**src/rtl/instr_mem_loader_if.sv**
```systemverilog
`default_nettype none
// ============================================================================
// Module      : instr_mem_loader_if
// Description : Byte-stream input, instruction-memory write port and
//               processor-control outputs of the boot-time program loader.
// Revision    : 1.0 - initial release
// ============================================================================
interface instr_mem_loader_if #(
    parameter int ADDR_W = 8
);
    logic              byte_valid;
    logic [7:0]        byte_data;
    logic              byte_ready;
    logic              reload;
    logic              imem_we;
    logic [ADDR_W-1:0] imem_addr;
    logic [31:0]       imem_wdata;
    logic              cpu_hold;
    logic              done;
    logic              err;

    // Byte source / system controller side
    modport master (
        output byte_valid, byte_data, reload,
        input  byte_ready, imem_we, imem_addr, imem_wdata, cpu_hold, done, err
    );

    // Loader side
    modport slave (
        input  byte_valid, byte_data, reload,
        output byte_ready, imem_we, imem_addr, imem_wdata, cpu_hold, done, err
    );
endinterface
`default_nettype wire

```
**src/rtl/instr_mem_loader.sv**
```systemverilog
`default_nettype none
// ============================================================================
// Module      : instr_mem_loader
// Description : Assembles a big-endian byte stream into 32-bit instruction
//               words, writes them to consecutive word addresses, verifies an
//               XOR checksum and releases the processor only on success.
// Revision    : 1.0 - initial release
// ============================================================================
module instr_mem_loader #(
    parameter int ADDR_W = 8,
    parameter int DEPTH  = 256
) (
    input  logic                 CLK,
    input  logic                 RST,
    instr_mem_loader_if.slave    bus
);

    localparam logic [2:0]  c_st_hdr0  = 3'd0;
    localparam logic [2:0]  c_st_hdr1  = 3'd1;
    localparam logic [2:0]  c_st_data  = 3'd2;
    localparam logic [2:0]  c_st_csum  = 3'd3;
    localparam logic [2:0]  c_st_done  = 3'd4;
    localparam logic [2:0]  c_st_error = 3'd5;
    localparam logic [16:0] c_depth    = 17'(DEPTH);

    logic [2:0]        r_state;
    logic [2:0]        w_next_state;
    logic              r_run;
    logic [1:0]        r_byte_cnt;
    logic [ADDR_W:0]   r_word_cnt;
    logic [ADDR_W:0]   r_count;
    logic [7:0]        r_n_hi;
    logic [7:0]        r_csum;
    logic [23:0]       r_shift;
    logic              r_we;
    logic [ADDR_W-1:0] r_addr;
    logic [31:0]       r_wdata;

    logic              w_ready;
    logic              w_cpu_hold;
    logic              w_done;
    logic              w_err;
    logic              w_xfer;
    logic              w_restart;
    logic [15:0]       w_n;
    logic              w_n_too_big;
    logic [ADDR_W:0]   w_word_inc;
    logic              w_last_byte;
    logic              w_last_word;

    assign w_xfer      = bus.byte_valid & w_ready;
    assign w_restart   = bus.reload & ((r_state == c_st_done) | (r_state == c_st_error));
    assign w_n         = {r_n_hi, bus.byte_data};
    assign w_n_too_big = ({1'b0, w_n} > c_depth);
    assign w_word_inc  = r_word_cnt + 1'b1;
    assign w_last_byte = (r_byte_cnt == 2'd3);
    assign w_last_word = (w_word_inc == r_count);

    // ------------------------------------------------------------------
    // FSM: state register
    // ------------------------------------------------------------------
    always_ff @(posedge CLK or negedge RST) begin
        if (!RST) begin
            r_state <= c_st_hdr0;
        end else begin
            r_state <= w_next_state;
        end
    end

    // ------------------------------------------------------------------
    // FSM: next-state logic
    // ------------------------------------------------------------------
    always_comb begin
        w_next_state = r_state;
        case (r_state)
            c_st_hdr0: begin
                if (w_xfer) begin
                    w_next_state = c_st_hdr1;
                end
            end
            c_st_hdr1: begin
                if (w_xfer) begin
                    if (w_n_too_big) begin
                        w_next_state = c_st_error;
                    end else if (w_n == 16'd0) begin
                        w_next_state = c_st_csum;
                    end else begin
                        w_next_state = c_st_data;
                    end
                end
            end
            c_st_data: begin
                // Leaving on the final byte lets the checksum byte be taken
                // during the last write cycle, so hold release lags that write.
                if (w_xfer && w_last_byte && w_last_word) begin
                    w_next_state = c_st_csum;
                end
            end
            c_st_csum: begin
                if (w_xfer) begin
                    w_next_state = (bus.byte_data == r_csum) ? c_st_done : c_st_error;
                end
            end
            c_st_done, c_st_error: begin
                if (bus.reload) begin
                    w_next_state = c_st_hdr0;
                end
            end
            default: begin
                w_next_state = c_st_error;
            end
        endcase
    end

    // ------------------------------------------------------------------
    // FSM: output decode
    // ------------------------------------------------------------------
    always_comb begin
        w_ready    = 1'b0;
        w_cpu_hold = 1'b1;
        w_done     = 1'b0;
        w_err      = 1'b0;
        case (r_state)
            c_st_hdr0, c_st_hdr1, c_st_data, c_st_csum: begin
                // r_run keeps byte_ready low until the first edge after reset
                w_ready = r_run;
            end
            c_st_done: begin
                w_cpu_hold = 1'b0;
                w_done     = 1'b1;
            end
            c_st_error: begin
                w_err = 1'b1;
            end
            default: begin
                w_err = 1'b1;
            end
        endcase
    end

    // ------------------------------------------------------------------
    // Datapath: header capture, word assembly, checksum, memory write
    // ------------------------------------------------------------------
    always_ff @(posedge CLK or negedge RST) begin
        if (!RST) begin
            r_run      <= 1'b0;
            r_byte_cnt <= 2'd0;
            r_word_cnt <= '0;
            r_count    <= '0;
            r_n_hi     <= 8'd0;
            r_csum     <= 8'd0;
            r_shift    <= 24'd0;
            r_we       <= 1'b0;
            r_addr     <= '0;
            r_wdata    <= 32'd0;
        end else begin
            r_run <= 1'b1;
            r_we  <= 1'b0;
            if (w_restart) begin
                r_byte_cnt <= 2'd0;
                r_word_cnt <= '0;
                r_count    <= '0;
                r_n_hi     <= 8'd0;
                r_csum     <= 8'd0;
                r_shift    <= 24'd0;
            end else if (w_xfer) begin
                case (r_state)
                    c_st_hdr0: begin
                        r_n_hi <= bus.byte_data;
                    end
                    c_st_hdr1: begin
                        if (!w_n_too_big) begin
                            r_count <= w_n[ADDR_W:0];
                        end
                    end
                    c_st_data: begin
                        r_csum     <= r_csum ^ bus.byte_data;
                        r_byte_cnt <= r_byte_cnt + 1'b1;
                        r_shift    <= {r_shift[15:0], bus.byte_data};
                        if (w_last_byte) begin
                            r_we       <= 1'b1;
                            r_addr     <= r_word_cnt[ADDR_W-1:0];
                            r_wdata    <= {r_shift, bus.byte_data};
                            r_word_cnt <= w_word_inc;
                        end
                    end
                    default: begin
                    end
                endcase
            end
        end
    end

    assign bus.byte_ready = w_ready;
    assign bus.imem_we    = r_we;
    assign bus.imem_addr  = r_addr;
    assign bus.imem_wdata = r_wdata;
    assign bus.cpu_hold   = w_cpu_hold;
    assign bus.done       = w_done;
    assign bus.err        = w_err;

endmodule
`default_nettype wire

```
**src/flat_wrapper.sv**
```systemverilog
// flat-port wrapper written by rule: the top's interface ports become plain ports
module instr_mem_loader_flat 
#(
    parameter int ADDR_W = 8,
    parameter int DEPTH  = 256
)
  (CLK, RST, bus_byte_valid, bus_byte_data, bus_reload, bus_byte_ready, bus_imem_we, bus_imem_addr, bus_imem_wdata, bus_cpu_hold, bus_done, bus_err);
  instr_mem_loader_if #(.ADDR_W(ADDR_W)) bus_i ();
  input  logic CLK;
  input  logic RST;
  input wire logic [$bits(bus_i.byte_valid)-1:0] bus_byte_valid;
  input wire logic [$bits(bus_i.byte_data)-1:0] bus_byte_data;
  input wire logic [$bits(bus_i.reload)-1:0] bus_reload;
  output wire logic [$bits(bus_i.byte_ready)-1:0] bus_byte_ready;
  output wire logic [$bits(bus_i.imem_we)-1:0] bus_imem_we;
  output wire logic [$bits(bus_i.imem_addr)-1:0] bus_imem_addr;
  output wire logic [$bits(bus_i.imem_wdata)-1:0] bus_imem_wdata;
  output wire logic [$bits(bus_i.cpu_hold)-1:0] bus_cpu_hold;
  output wire logic [$bits(bus_i.done)-1:0] bus_done;
  output wire logic [$bits(bus_i.err)-1:0] bus_err;
  assign bus_i.byte_valid = bus_byte_valid;
  assign bus_i.byte_data = bus_byte_data;
  assign bus_i.reload = bus_reload;
  assign bus_byte_ready = bus_i.byte_ready;
  assign bus_imem_we = bus_i.imem_we;
  assign bus_imem_addr = bus_i.imem_addr;
  assign bus_imem_wdata = bus_i.imem_wdata;
  assign bus_cpu_hold = bus_i.cpu_hold;
  assign bus_done = bus_i.done;
  assign bus_err = bus_i.err;
  instr_mem_loader #(.ADDR_W(ADDR_W), .DEPTH(DEPTH)) u_core (.CLK(CLK), .RST(RST), .bus(bus_i));
endmodule
```
**config.mk**
```make
export PLATFORM = sky130hd
export DESIGN_NAME = instr_mem_loader_flat
export DESIGN_NICKNAME = d
export VERILOG_FILES = /design/src/rtl/instr_mem_loader_if.sv /design/src/rtl/instr_mem_loader.sv /design/src/flat_wrapper.sv
export SDC_FILE = /design/constraint.sdc
export NUM_CORES = 1
export LEC_CHECK = 0
export CORE_ASPECT_RATIO = 1.75
export CORE_MARGIN = 2
export CORE_UTILIZATION = 56
export CTS_CLUSTER_DIAMETER = 30
export DETAILED_ROUTE_END_ITERATION = 6
export GPL_TIMING_DRIVEN = 0
export PLACE_DENSITY_LB_ADDON = 0.25
export SYNTH_ARGS = -nofsm -noshare
export SYNTH_HDL_FRONTEND = slang
export SYNTH_SLANG_ARGS = --single-unit
```
**constraint.sdc**
```tcl
create_clock -name CLK -period 3 [get_ports CLK]
set_input_delay 0.6 -clock CLK [delete_from_list [all_inputs] [get_ports CLK]]
set_output_delay 0.6 -clock CLK [all_outputs]
set_load 0.03 [all_outputs]
```
* After elaboration in Yosys (flattened, before gate mapping)
Cells that the tools add are included.
Widths: inputs -> output; s select.
** Cells by class
- $lt $le $gt $ge :: 1
- Mux-type cells :: 37
- Bitwise logic cells :: 5
- $add $sub $neg :: 2
- Reduce and logical (&&, ||, !) cells :: 18
- Equality and inequality tests :: 14
** Operators by type and width (number)
- $mux 24 :: 3
- $mux 9 :: 8
- $mux 8 :: 6
- $mux 3 :: 6
- $gt 16x9->1 const B :: 1
- $logic_not 16->1 :: 1
- $pmux 3 s5 :: 1
- $mux 1 :: 10
- $ne 2x1->1 const B :: 5
- $reduce_bool 2->1 :: 5
- $add 9x1->9 const B :: 1
- $eq 9x9->1 :: 1
- $eq 8x8->1 :: 1
- $xor 8x8->8 :: 1
- $eq 3x2->1 const B :: 2
- $eq 3x3->1 const B :: 2
- $mux 2 :: 3
- $reduce_and 3->1 :: 2
- $reduce_and 5->1 :: 1
- $reduce_or 5->1 :: 1
- $reduce_and 2->1 :: 2
- $reduce_and 4->1 :: 1
- $reduce_or 4->1 :: 1
- $eq 3x1->1 const B :: 1
- other kinds (9) :: 11
** Storage, ports and cells
- Word-level logic and storage cells :: 88
- Bits of input ports :: 12
- Output and inout port bits :: 45
- Bits in registers :: 105

* Depth between registers and ports, before layout
Gate-level depths: netlist (run 1).
- Depth in word-level cells :: 8
- Mapped depth :: 8
- Gate-level depth less buffers :: 6

* Worst setup path after synthesis (run 1)
No wires, ideal clock.
- Path type :: reg-to-output
- From :: register u_core.r_state[1]
- To :: output bus_done
- Slack :: 0.957 ns
- Buffers on the path :: 2
- Stages on the path, launching flop included :: 6
- Data arrival time :: 1.443 ns
- Data required time :: 2.400 ns
- Cells stage by stage :: dfrtp_1 -> buf_2 -> nor2_1 -> clkbuf_1 -> nand2_1 -> inv_1
** On the way
- Cells in the longest elaborated chain, start to end :: 2
** RTL lines
- start: declaration :: line instr_mem_loader.sv:26 : logic [2:0] r_state;
- start signal: assignment :: line instr_mem_loader.sv:64 : r_state <= c_st_hdr0;
- start signal: assignment :: line instr_mem_loader.sv:66 : r_state <= w_next_state;
- $eq 3x3->1 :: line instr_mem_loader.sv:123 : case (r_state)
- $mux 1 :: line instr_mem_loader.sv:123
- end: declaration :: line flat_wrapper.sv:19 : output wire logic [$bits(bus_i.done)-1:0] bus_done;
No other way between the ends.

* Worst setup path in the final report (run 1)
Same ends and word-level chain as after synthesis.

==> results of run 1 <==
-- worst max-delay path by stage --
stage,from,to,slack [ps]
global route,u_core.r_state[1],bus_done,40
CTS,u_core.r_state[1],bus_done,160
global placement,RST,u_core.bus.imem_wdata[17],-2470
detailed placement,bus_byte_valid,u_core.r_word_cnt[2],270
finish,u_core.r_state[1],bus_done,170
floorplan,u_core.r_state[1],bus_done,960
-- through the flow --
stage	hold WS, ps	std cells	setup slack, ps	power [mW]
final	188	625	167	3.66
after global routing	231	625	40.1	3.84
after CTS	196	625	157	3.69
after detailed placement	463	609	274	2.53
after global placement	458	608	-2470	2.50
after floorplan	304	462	957	2.28
-- cells in the final DEF (no fill, tap or decap), types with 3 or more instances in the layout --
| master | count |
|---|---|
| a21oi_1 | 31 |
| a31oi_1 | 3 |
| and2_1 | 3 |
| buf_2 | 7 |
| clkbuf_1 | 16 |
| clkbuf_16 | 9 |
| clkdlybuf4s50_1 | 55 |
| dfrtp_1 | 105 |
| mux2_1 | 11 |
| mux2_2 | 13 |
| mux2i_1 | 9 |
| nand2_1 | 127 |
| nand3_1 | 16 |
| nand4_1 | 3 |
| nor2_1 | 29 |
| nor2b_1 | 3 |
| nor3_1 | 3 |
| nor4_1 | 3 |
| o21ai_0 | 6 |
| o21ai_1 | 9 |
| o31ai_1 | 3 |
| xnor2_1 | 14 |
| xor2_1 | 14 |
-- report_power, final --
group | internal, mW | switching, mW
Sequential | 1.59 | 0.154
Combinational | 0.318 | 0.464
Clock | 0.646 | 0.495
-- metal layers --
metal | up-vias | GRT usage [%] | wire (um)
met2 | 81 | 43.2 | 5760
li1 | 1691 | - | -
met5 | - | 0 | 0
met3 | 37 | 4.94 | 365
met1 | 1750 | 29.2 | 4010
met4 | 0 | 14.6 | 505
-- cells in the mapped netlist (3+ instances only) --
master / n / area share [%]
nand2_1: 127 / 10
nand4_1: 3 / 0.41
xnor2_1: 14 / 2.6
mux2_2: 13 / 3.2
a21oi_1: 31 / 3.4
nor2_1: 29 / 2.4
dfrtp_1: 105 / 57
xor2_1: 14 / 2.6
nand3_1: 16 / 1.7
o21ai_0: 6 / 0.65
o21ai_1: 9 / 0.97
mux2i_1: 9 / 1.9
o31ai_1: 3 / 0.49
nor4_1: 3 / 0.41
nor2b_1: 3 / 0.41
mux2_1: 11 / 2.7
a31oi_1: 3 / 0.41
buf_2: 7 / 0.76
nor3_1: 3 / 0.32
clkbuf_1: 14 / 1.1
and2_1: 3 / 0.41
-- state kept, by name, summed over array words and instances (netlist names) --
register and cells:
u_core.bus.imem_addr 8, u_core.bus.imem_wdata 32, u_core.bus.imem_we 1, u_core.r_byte_cnt 2
u_core.r_count 9, u_core.r_csum 8, u_core.r_n_hi 8, u_core.r_run 1
u_core.r_shift 24, u_core.r_state 3, u_core.r_word_cnt 9
-- logic make-up after synthesis --
| logic type | after synthesis | share of synthesized area, % |
|---|---|---|
| and+or+nand+nor | 202 | 18.8 |
| AOI/OAI and AO/OA | 65 | 8.46 |
| buffers and inverters | 26 | 2.30 |
| xor gates and xnor gates | 28 | 5.30 |
| muxes | 33 | 7.78 |
| DFF | 105 | 56.8 |
| adders and majority gates | 2 | 0.540 |
| other | 1 | 0.0810 |
-- cell type report --
class / instances / area, sq um / share of cell area, %
sequential: 105 / 2630 / 46.8
inverter: 3 / 11.3 / 0.200
tap: 90 / 113 / 2.00
clock buffer: 11 / 233 / 4.14
buffer: 23 / 95.1 / 1.69
multi-input combinational: 331 / 1900 / 33.7
clock inverter: 5 / 56.3 / 1.00
timing repair buffer: 57 / 586 / 10.4
==> flow_metrics.tcl, run 1 <==
set metrics [dict create \
    max_stage_delay_ps 660 \
    clk_pin_slew_ps 60 \
    globalRouteOverflowTotal 0 \
    grt_pass1_vias 3646 \
    die_h_um 124 \
    wl_per_cell_um 17.0 \
    wirelength_um 10600 \
    grt_usage_pct 25.5 \
    die_w_um 72.7 \
    r2r_cells 7 \
    num_vias 3559 \
    drv_slew 0 \
    fillers 612 \
    dr.pass1.iters 4 \
    htreeDepth 3 \
    tns_ps 0 \
    postCtsHoldBufs 0 \
    p_per_area_mw_per_mm2 652 \
    worstSetupPathType "flip-flop to primary output" \
    synth-edff-count 0 \
    final_cell_area_sq_mm 0.00562 \
    grt_start_max_net_pins 74 \
    drc_errors 0 \
    antenna_found_initial 0 \
    detailed_place.area_sq_mm 0.00533 \
    row_count 43 \
    synth_seq_cells 105 \
    cts_buffer_depth 2 \
    cts_tree "yes" \
    synth_area_sq_mm 0.00463 \
    ant_nets 0 \
    r2r_start "u_core.r_word_cnt[0]" \
    finalCritPeriodShare_pct 94.4 \
    cts_buffers 9 \
    clockRootBuffer "clkbuf_16" \
    setup_viol 0 \
    critPathTopFamily "buffers and inverters" \
    outcome "completed" \
    drt_iter0_markers 174 \
    peakVddDrop_v 0.000525 \
    tightest_slew_ps 691 \
    p_leak_nw 2.66 \
    ys_async_sr_fraction_pct 100 \
    hold_viol_final 0 \
    via_per_inst 5.69 \
    r2r_end "u_core.r_state[0]" \
    postCtsSetupBuffers 0 \
    insertion_delay_ps 350 \
    synth_fp_nets 476 \
    place.gp.congestion 0.863 \
    yosysUniqueCellTypes 48 \
    cp.arrival_ps 2230 \
    port_buffers 56 \
    max-cap-violations 0 \
    numClockSinks 105 \
    ios 57 \
    crit_path_top_delay_cell "clkdlybuf4s50_1" \
    critPathBufInv 4 \
    rrSetupSlack_ps 740 \
    final_layout_size_suffix_gt1_share_pct 7.66 \
    synth_cells 462 \
    core-area_sq_mm 0.00796 \
    area_growth_pct 21.3 \
    cp_num_cells 6 \
    antenna_cells 0 \
    dp_hpwl_um 7580 \
    ys.warnings.count 0 \
    hp-class "primary input to asynchronous set/reset pin" \
    end_kind "primary output" \
    initial_core_util_pct 58.1 \
    max_slew_margin_pct 53.8 \
    fin_nets 544 \
    grt_pass1_wl_um 17600 \
    ys_seq_area_share_pct 56.8 \
    crit_chain "buf_2 > nor2_1 > clkbuf_1 > nand2_1 > inv_1 > clkdlybuf4s50_1" \
    ctsResizeCount 0 \
    synth-main-ff-cell "dfrtp_1" \
    dieArea_sq_mm 0.00904 \
    cp_max_fo 10 \
    worst_clock_skew_ps 7.83 \
    finish.utilization_pct 70.5 \
    postSynthAreaPerCell_sq_um 10.0 \
    fmax_ghz 0.353 \
    rsz0062_at_grt "no" \
    worstPathRequired_ps 2400 \
    layout_min_cycle_time_ps 2830 \
    crit_path_start_kind "flip-flop" \
]
(Power assumes the default switching activity.)
==> run 2: changes to the inputs <==
==> constraint.sdc (replaced) <==
create_clock -name CLK -period 3.42 [get_ports CLK]
set_input_delay 0.684 -clock CLK [delete_from_list [all_inputs] [get_ports CLK]]
set_output_delay 0.684 -clock CLK [all_outputs]
set_load 0.03 [all_outputs]
==> results of run 2 <==
The final DEF is identical to that of run 1. Status: completed.
Main changes from that run: setup slack after placement 274 ps -> 610 ps; setup slack after layout 167 ps -> 503 ps; hold slack 188 ps -> 272 ps; register-to-register setup slack 740 ps -> 1160 ps; total power 3.66 mW -> 3.21 mW; worst IR drop on VDD 0.000525 V -> 0.000461 V
